===== config.mk =====
export PLATFORM = sky130hd
export DESIGN_NAME = rcv_d_ctrl
export DESIGN_NICKNAME = d
export VERILOG_FILES = /design/src/rtl/rcv_d_pkg.sv /design/src/rtl/rcv_d_tmr.sv /design/src/rtl/rcv_d_ctrl.sv
export SDC_FILE = /design/constraint.sdc
export NUM_CORES = 1
export LEC_CHECK = 0
export ABC_AREA = 1
export BUFFER_PORTS_ARGS = -buffer_cell sky130_fd_sc_hd__buf_2
export CAP_MARGIN = 10
export CORE_MARGIN = 3
export CORE_UTILIZATION = 50
export CTS_CLUSTER_DIAMETER = 80
export DETAILED_ROUTE_END_ITERATION = 8
export GPL_TIMING_DRIVEN = 0
export PLACE_DENSITY = 0.72
export SKIP_LAST_GASP = 1
export SYNTH_ARGS = -nofsm -noshare
export SYNTH_HDL_FRONTEND = slang
export SYNTH_SLANG_ARGS = --single-unit
export TNS_END_PERCENT = 30

===== constraint.sdc =====
create_clock -name clk -period 1.4 [get_ports clk]
set_input_delay 0.07 -clock clk [delete_from_list [all_inputs] [get_ports clk]]
set_output_delay 0.07 -clock clk [all_outputs]
set_load 0.02 [all_outputs]

===== src/rtl/rcv_d_pkg.sv =====
// Shared types and default sizing for the serial frame receiver.
package rcv_d_pkg;

    typedef enum logic [1:0] {
        IDLE   = 2'd0,
        SHIFT  = 2'd1,
        PARITY = 2'd2
    } rcv_state_t;

    localparam int DATA_W_DEF  = 8;
    localparam int TIMEOUT_DEF = 255;

endpackage


===== src/rtl/rcv_d_tmr.sv =====
// Inter-strobe idle counter; expired flags TIMEOUT idle clocks since the last clear.
module rcv_d_tmr
    import rcv_d_pkg::*;
#(
    parameter int TIMEOUT = TIMEOUT_DEF
) (
    input  logic clk,
    input  logic rst_n,
    input  logic clr,
    input  logic en,
    output logic expired
);

    localparam int TW = $clog2(TIMEOUT + 1);

    logic [TW-1:0] cnt;

    always_ff @(posedge clk or negedge rst_n) begin
        if (!rst_n) begin
            cnt <= '0;
        end else if (clr) begin
            cnt <= '0;
        end else if (en && !expired) begin
            cnt <= cnt + 1'b1;
        end
    end

    assign expired = (cnt == TW'(TIMEOUT));

endmodule


===== src/rtl/rcv_d_ctrl.sv =====
// Serial frame receiver: LSB-first payload, optional even parity, one-deep
// holding register with overflow detection and inter-strobe timeout.
module rcv_d_ctrl
    import rcv_d_pkg::*;
#(
    parameter int DATA_W    = DATA_W_DEF,
    parameter int PARITY_EN = 1,
    parameter int TIMEOUT   = TIMEOUT_DEF
) (
    input  logic              clk,
    input  logic              rst_n,
    input  logic              sof,
    input  logic              bit_stb,
    input  logic              bit_in,
    output logic [DATA_W-1:0] out_data,
    output logic              out_valid,
    input  logic              out_ready,
    output logic              par_err,
    output logic              ovf_err,
    output logic              to_err,
    output logic              busy
);

    // state  | meaning
    // IDLE   | waiting for sof
    // SHIFT  | collecting payload bits
    // PARITY | waiting for the parity bit

    localparam int CW = $clog2(DATA_W + 1);

    rcv_state_t        state;
    logic [CW-1:0]     bit_cnt;
    logic [DATA_W-1:0] shreg;
    logic [DATA_W-1:0] shreg_nxt;
    logic [DATA_W-1:0] frame_data;
    logic              last_bit;
    logic              par_ok;
    logic              frame_done;
    logic              can_load;
    logic              tmr_clr;
    logic              tmr_en;
    logic              tmr_expired;

    assign shreg_nxt  = {bit_in, shreg[DATA_W-1:1]};
    assign last_bit   = (bit_cnt == CW'(DATA_W - 1));
    assign par_ok     = ~^{shreg, bit_in};
    assign can_load   = !out_valid || out_ready;
    assign frame_data = (state == PARITY) ? shreg : shreg_nxt;
    assign busy       = (state != IDLE);

    // sof outranks a strobe in the same cycle in every state
    assign frame_done = bit_stb && !sof &&
                        (((state == SHIFT) && last_bit && (PARITY_EN == 0)) ||
                         ((state == PARITY) && par_ok));

    assign tmr_clr = (state == IDLE) || sof || bit_stb;
    assign tmr_en  = (state != IDLE);

    rcv_d_tmr #(.TIMEOUT(TIMEOUT)) u_tmr (
        .clk     (clk),
        .rst_n   (rst_n),
        .clr     (tmr_clr),
        .en      (tmr_en),
        .expired (tmr_expired)
    );

    always_ff @(posedge clk or negedge rst_n) begin
        if (!rst_n) begin
            state   <= IDLE;
            bit_cnt <= '0;
            shreg   <= '0;
            par_err <= 1'b0;
            to_err  <= 1'b0;
        end else begin
            par_err <= 1'b0;
            to_err  <= 1'b0;
            if (sof) begin
                bit_cnt <= '0;
                shreg   <= '0;
                state   <= SHIFT;
            end else begin
                case (state)
                    SHIFT: begin
                        if (bit_stb) begin
                            shreg   <= shreg_nxt;
                            bit_cnt <= bit_cnt + 1'b1;
                            if (last_bit) begin
                                state <= (PARITY_EN != 0) ? PARITY : IDLE;
                            end
                        end else if (tmr_expired) begin
                            to_err <= 1'b1;
                            state  <= IDLE;
                        end
                    end
                    PARITY: begin
                        if (bit_stb) begin
                            par_err <= !par_ok;
                            state   <= IDLE;
                        end else if (tmr_expired) begin
                            to_err <= 1'b1;
                            state  <= IDLE;
                        end
                    end
                    default: state <= IDLE;
                endcase
            end
        end
    end

    always_ff @(posedge clk or negedge rst_n) begin
        if (!rst_n) begin
            out_data  <= '0;
            out_valid <= 1'b0;
            ovf_err   <= 1'b0;
        end else begin
            ovf_err <= 1'b0;
            if (frame_done && can_load) begin
                out_data  <= frame_data;
                out_valid <= 1'b1;
            end else begin
                if (frame_done) begin
                    ovf_err <= 1'b1;
                end
                if (out_valid && out_ready) begin
                    out_valid <= 1'b0;
                end
            end
        end
    end

endmodule

==> results of run 1 <==
[layer usage]
metal,track usage,vias up,share of wire
li1,-,791,-
met1,0.229,701,0.46
met2,0.316,32,0.48
met3,0.0462,4,0.043
met4,0.0855,0,0.012
met5,0,-,0
[power breakdown]
group	internal [mW]	switching [mW]	leakage (nW)
registers	1.02	0.0285	0.469
clock network	0.343	0.316	0.0446
logic	0.105	0.157	0.615
total	1.47	0.502	1.13
[area by class of cell]
type                            instances  area share
Buffer                                  3     0.00974
Inverter                               33      0.0567
Sequential cell                        34       0.389
Tap cell                               44      0.0252
Timing Repair Buffer                   33      0.0997
Multi-Input combinational cell        144       0.383
Clock buffer                            8      0.0361
[flip-flops by register name (all words and copies together) (netlist names)]
register	count
par_err	1
shreg	8
bit_cnt	4
u_tmr.cnt	8
to_err	1
ovf_err	1
out_valid	1
state	2
out_data	8
[kinds of logic (layout without fill, tap and decap cells)]
logic type | after synthesis | in the layout | share of synthesized area
xor+xnor | 2 | 2 | 0.00997
buf+inv | 37 | 77 | 0.0833
compound gates | 37 | 37 | 0.117
simple gates | 99 | 99 | 0.264
mux | 1 | 1 | 0.00569
fa+ha+maj | 5 | 5 | 0.0356
flops | 34 | 34 | 0.484
[repair_timing]
action / in CTS / in global routing
hold endpoints to repair: 34 / 0
pin swaps: 7 / 8
buffers inserted: 10 / 4
gates resized for setup: 15 / 12
setup endpoints to repair: 30 / 33
hold buffers: 1 / 0
[worst max-delay path, delay by kind of cell (launching register included)]
kind                   cells  cell delay (ps)
AND/OR/NAND/NOR           11              900
flip-flops                 1              420
buffers and inverters      1               60
[final timing paths]
check | start | depth (start not counted) | end | slack [ps]
worst min register to register | out_data[6]$_DFFE_PN0P_ | 2 | out_data[6]$_DFFE_PN0P_ | 480
worst max-delay path | shreg[5]$_DFFE_PN0P_ | 12 | out_data[7]$_DFFE_PN0P_ | -100
max in group asynchronous | rst_n | 2 | bit_cnt[1]$_DFFE_PN0P_ | 650
worst max register to register | shreg[5]$_DFFE_PN0P_ | 12 | out_data[7]$_DFFE_PN0P_ | -100
worst min-delay path | bit_stb | 4 | to_err$_DFF_PN0_ | 20
min in group asynchronous | rst_n | 2 | u_tmr.cnt[6]$_DFFE_PN0P_ | 300
[synth_stat cells]
cell           count
nand3_1            5
o22ai_1            7
and3_1             1
buf_2              2
dlygate4sd1_1      1
a21oi_1            9
nor3_1             4
nor2_1            12
nand4_1           11
inv_2              4
nand2_2            4
and3_2             1
nand3_2            2
xnor2_1            2
a31oi_1            1
o21a_1             1
mux2i_1            1
clkbuf_1           1
nand2_1           56
a211oi_1           2
dfrtp_1           34
nand3_4            1
o21ai_1            2
o21ai_0           14
nand2_4            1
ha_1               5
a22o_1             1
nor3b_1            1
inv_1             29
[through the flow]
step / total power, mW / TNS, ps / utilization
after floorplan: 1.21 / 0 / -
after global placement: 1.28 / -1720 / 0.596
after detailed placement: 1.28 / -2040 / 0.596
after CTS: 1.97 / -868 / 0.660
after global routing: 2.09 / -5030 / 0.682
final: 1.97 / -1030 / 0.682
==> reports/results.txt, run 1 <==
WHS = 21.5 ps
Slowest Stage Delay on Critical Path = 420 ps
Routability cong. = 0.866
Hold Vio Cnt, Final = 0
Slew margin rel. = 0.531
Power Density = 901 nW/um2
Final Max Tran Viols = 0
Routed Wire Length = 3490 um
Status = finished with violations
Vias per cell = 5.11
Dpl cells = 277
Drt drc = 0
Pre-CTS setup slack = -196 ps
Nets = 265
Most frequent CP cell = nand2_2
Syn nets = 226
Worst-Skew Late Latency = 340 ps
Part of the cycle the worst path needs = 1.07
Final setup viols = 17
Final Skew = 9.66 ps
Synth top area share = 0.484
Tightest Hold Check Type = primary input to flip-flop
Setup CP Type = flip-flop to flip-flop
Ranking of synthesized cells by area = dfrtp_1, nand2_1, inv_1
First-pass GRT wire length = 6200 um
Worst Setup Slack, final = -95.0 ps
Post-layout minimum cycle time = 1500 ps
Largest net degree at the start of global routing = 35
Core area = 3200 um2
Max Cap Viol = 0
Synthesized area = 1760 um2
Site Rows = 20
Violated checks = negative setup slack
Sequential Area = 851 um2
RSZ-0062 raised after global routing = true
Commonest non-fill, non-tap cell in the layout = nand2_1
Routed len/inst = 11.7 um
Peak supply drop = 0.000493 V
Synth warnings = 0
Synth area leader = dfrtp_1
Most frequent cells in the layout = nand2_1, dfrtp_1, inv_1
Startpoint Class = flip-flop
CTS sink count = 34
Antenna Nets Post-Route = 0
Worst-path cell chain = nand2_1 > inv_1 > nor2_2 > nand2_2 > nand2_2 > nand2_2 > nand2_2 > nand2_2 > nand2_4 > nand3_4 > nand2_2 > nand2_1
Placed instance area = 1910 um2
Initial antenna violation count = 0
Critical path's slowest cell = dfrtp_1
Die height = 65.3 um
Tot GR Track Use = 0.189
Drt pass-1 iters = 4
Area grow syn2layout = 24.3%
Port bufs = 18
Setup crit end kind = flip-flop
Worst-Margin Slew = 704 ps
Worst-path maximum fanout = 8
Diode count = 0
Starting Density = 0.549
Io pins = 19
Max Root-Sink Buffers = 2
Die ar. = 4260 um2
Detailed-route via count = 1528
Post-layout instance area = 2180 um2
Starting DRC count in detailed routing = 141
Post-Synthesis Mean Instance Area = 8.18 um2
Vias in the first global route = 1423
Share of cells above drive strength 1 = 0.298
Die X = 65.3 um
Cell variety after synth = 29
Overflow after GRT = 0
Fin cells = 299
Area of the multi-input gates = 837 um2
CTS tree = built
Sequential fraction of the synthesis area = 0.484
Max frequency = 0.669 GHz
Post-Synthesis Cells = 215
Reg clk slew, reported paths = 100 ps
Register bit total from synthesis = 34
Fillers = 275
Root buffer cell = clkbuf_4
CTS buffer count = 5
Worst EP arrival = 1730 ps
Dpl hpwl = 2360 um
Leak = 1.13 nW
Critical Path RT = 1630 ps
# H-tree levels = 2
(Power assumes the default switching activity.)
==> run 2, diff against run 1 <==
- CAP_MARGIN: 10 -> 40
- CORE_UTILIZATION: 50 -> 45
- PLACE_DENSITY: 0.72 -> 0.66
==> run 2 against run 1 <==
Compared with the run above:
- the run still ends with negative setup slack left
- power grew 25%
- worst hold slack better by 63 ps
- setup slack got worse by 25 ps
- maximum frequency down 1.6%
- design area is 4.8% higher
- largest cell class is now multi-input gates
- core utilization decreased by 6.6 points
- register-to-register slack got worse by 30 ps
- global-route usage shrank 1.9 points
- clock-buffer cell count down 2
- sequential power is essentially flat
- die area increased by 10%
- flip-flop and latch count is the same
==> reports/results.txt, run 2 (synthesis gave the netlist of run 1 again) <==
Net Sw Power = 570 uW (+14%)
Drt drc = 0 (unchanged)
Max Cap Viol = 0 (unchanged)
Clock share of power = 0.459 (+0.124)
Most frequent cells in the layout = nand2_1, dfrtp_1, inv_1
Commonest non-fill, non-tap cell in the layout = nand2_1
Hold Vio Cnt, Final = 0 (unchanged)
CTS tree = built
Biggest regs = out_data x8, shreg x8, u_tmr.cnt x8
Die ar. = 4690 um2 (+10%)
Final Util = 0.616 (-0.0662)
Dpl hpwl = 2400 um (+1.7%)
Port bufs = 18 (unchanged)
Worst-path maximum fanout = 5 (-3)
Seq pwr share = 0.427 (-0.105)
Antenna Nets Post-Route = 0 (unchanged)
Worst EP arrival = 1750 ps (+20 ps)
Max frequency = 0.658 GHz (-1.6%)
Placed instance area = 1920 um2 (+0.26%)
Violated checks = negative setup slack
Nets = 268 (+1.1%)
Area grow syn2layout = 30.2%
Endpoint, Worst Hold = shreg[7]$_DFFE_PN0P_
Root buffer cell = clkbuf_8
Die height = 68.5 um (+4.9%)
# H-tree levels = 2 (unchanged)
CTS sink count = 34 (unchanged)
Core area = 3720 um2 (+16%)
Worst Setup Slack, final = -120 ps (-25.0 ps)
Tightest Hold Check Type = primary input to flip-flop
Vias in the first global route = 1445 (+1.5%)
Worst-Margin Slew = 748 ps (+44.3 ps)
Setup crit end kind = flip-flop
Final setup viols = 23 (+6)
Diode count = 0 (unchanged)
Routed len/inst = 11.8 um (+0.88%)
Vias per cell = 5.09 (-0.31%)
Final Skew = 4.00 ps (-5.66 ps)
Routed Wire Length = 3600 um (+3.2%)
Worst reg2reg startpoint = state[1]$_DFFE_PN0P_
Final Max Tran Viols = 0 (unchanged)
Post-layout instance area = 2290 um2 (+4.8%)
Worst-Skew Late Latency = 290 ps (-50 ps)
Drt pass-1 iters = 4 (unchanged)
Post-layout minimum cycle time = 1520 ps (+25.0 ps)
RSZ-0062 raised after global routing = true
Starting DRC count in detailed routing = 117 (-17%)
WHS = 84.5 ps (+63.0 ps)
Reg2reg end = u_tmr.cnt[4]$_DFFE_PN0P_
Max Root-Sink Buffers = 2 (unchanged)
Peak supply drop = 0.000925 V (+88%)
Overflow after GRT = 0 (unchanged)
TNS Setup = -1240 ps (-209 ps)
Fin cells = 306 (+2.3%)
Leak = 1.17 nW (+3.6%)
Critical Path RT = 1630 ps (about the same)
Part of the cycle the worst path needs = 1.09 (+0.0179)
CTS buffer count = 5 (unchanged)
Dpl cells = 281 (+1.4%)
Routability cong. = 0.789 (-8.9%)
Worst Min Path Start = bit_in
Detailed-route via count = 1559 (+2.0%)
Hold Crit Depth = 3 (-1)
Status = finished with violations
Starting Density = 0.473 (-0.0758)
First-pass GRT wire length = 6000 um (-3.1%)
Internal power = 1.89 mW (+29%)
Power Density = 1080 nW/um2 (+19%)
Switch share = 0.232 (-0.0234)
Share of cells above drive strength 1 = 0.326 (+0.0275)
Io pins = 19 (unchanged)
Reg clk slew, reported paths = 70 ps (-30 ps)
FF-to-FF setup slack = -120 ps (-30 ps)
Worst R2R Path Depth = 6 (-6)
Initial antenna violation count = 0 (unchanged)
Slew margin rel. = 0.501 (-0.0295)
Setup CP Type = flip-flop to flip-flop
Tot Pwr = 2.46 mW (+25%)
Largest net degree at the start of global routing = 35 (unchanged)
Tot GR Track Use = 0.170 (-0.0188)
Startpoint Class = flip-flop
Die X = 68.5 um (+4.9%)
Comb pwr share = 0.114 (-0.019)
Pre-CTS setup slack = -167 ps (+28.5 ps)
Site Rows = 22 (+10%)
## run 2: cell types whose count changed in the layout (fill, tap and decap cells not counted), sizes merged
cell / delta
buf: +2
bufinv: +2
clkbuf: -2
nand2: +1
## run 2: final cells by class
class | instances | area (um2)
fill | 334 | 1430
multi-input combinational | 145 | 852
sequential | 34 | 851
timing repair buffer | 35 | 233
inverter | 33 | 126
clock buffer | 6 | 82.6
clock inverter | 2 | 60.1
tap | 48 | 60.1
buffer | 3 | 23.8
## run 2: layer usage
metal,vias to the layer above,part of all wire,global-route usage
li1,792,-,-
met1,720,0.46,0.204
met2,41,0.47,0.290
met3,6,0.050,0.0470
met4,0,0.012,0.0620
met5,-,0,0
## run 2: what timing repair did
action | in CTS | in global routing
setup endpoints to repair | 31 | 32
hold buffers | 1 | 0
setup buffers | 9 | 7
pin swaps | 10 | 7
gates resized for setup | 22 | 13
hold endpoints to repair | 34 | 0
cloned | 1 | 0
## run 2: how the worst max path moves through the flow
stage / start / to / slack, ps / cells after the start
after floorplan: u_tmr.cnt[0]$_DFFE_PN0P_ / u_tmr.cnt[5]$_DFFE_PN0P_ / 10 / 9
after global placement: state[0]$_DFFE_PN0P_ / out_data[4]$_DFFE_PN0P_ / -180 / 7
after detailed placement: state[0]$_DFFE_PN0P_ / out_data[3]$_DFFE_PN0P_ / -170 / 7
after CTS: shreg[3]$_DFFE_PN0P_ / out_data[1]$_DFFE_PN0P_ / -70 / 10
after global routing: shreg[3]$_DFFE_PN0P_ / out_data[3]$_DFFE_PN0P_ / -200 / 10
final: state[1]$_DFFE_PN0P_ / u_tmr.cnt[4]$_DFFE_PN0P_ / -120 / 6
## run 2: worst max-delay path: stages, from the launching register on
cell	delay, ps
dfrtp_1	430
inv_1	90
ha_1	200
nor2_1	290
inv_1	160
a21oi_1	160
o21a_1	140
## run 2: power groups by stage
stage	clock network, mW	logic (mW)	registers [mW]
floorplan	0	0.141	1.07
global placement	0	0.211	1.07
detailed placement	0	0.215	1.07
CTS	1.14	0.257	1.05
global route	1.19	0.318	1.06
finish	1.13	0.281	1.05
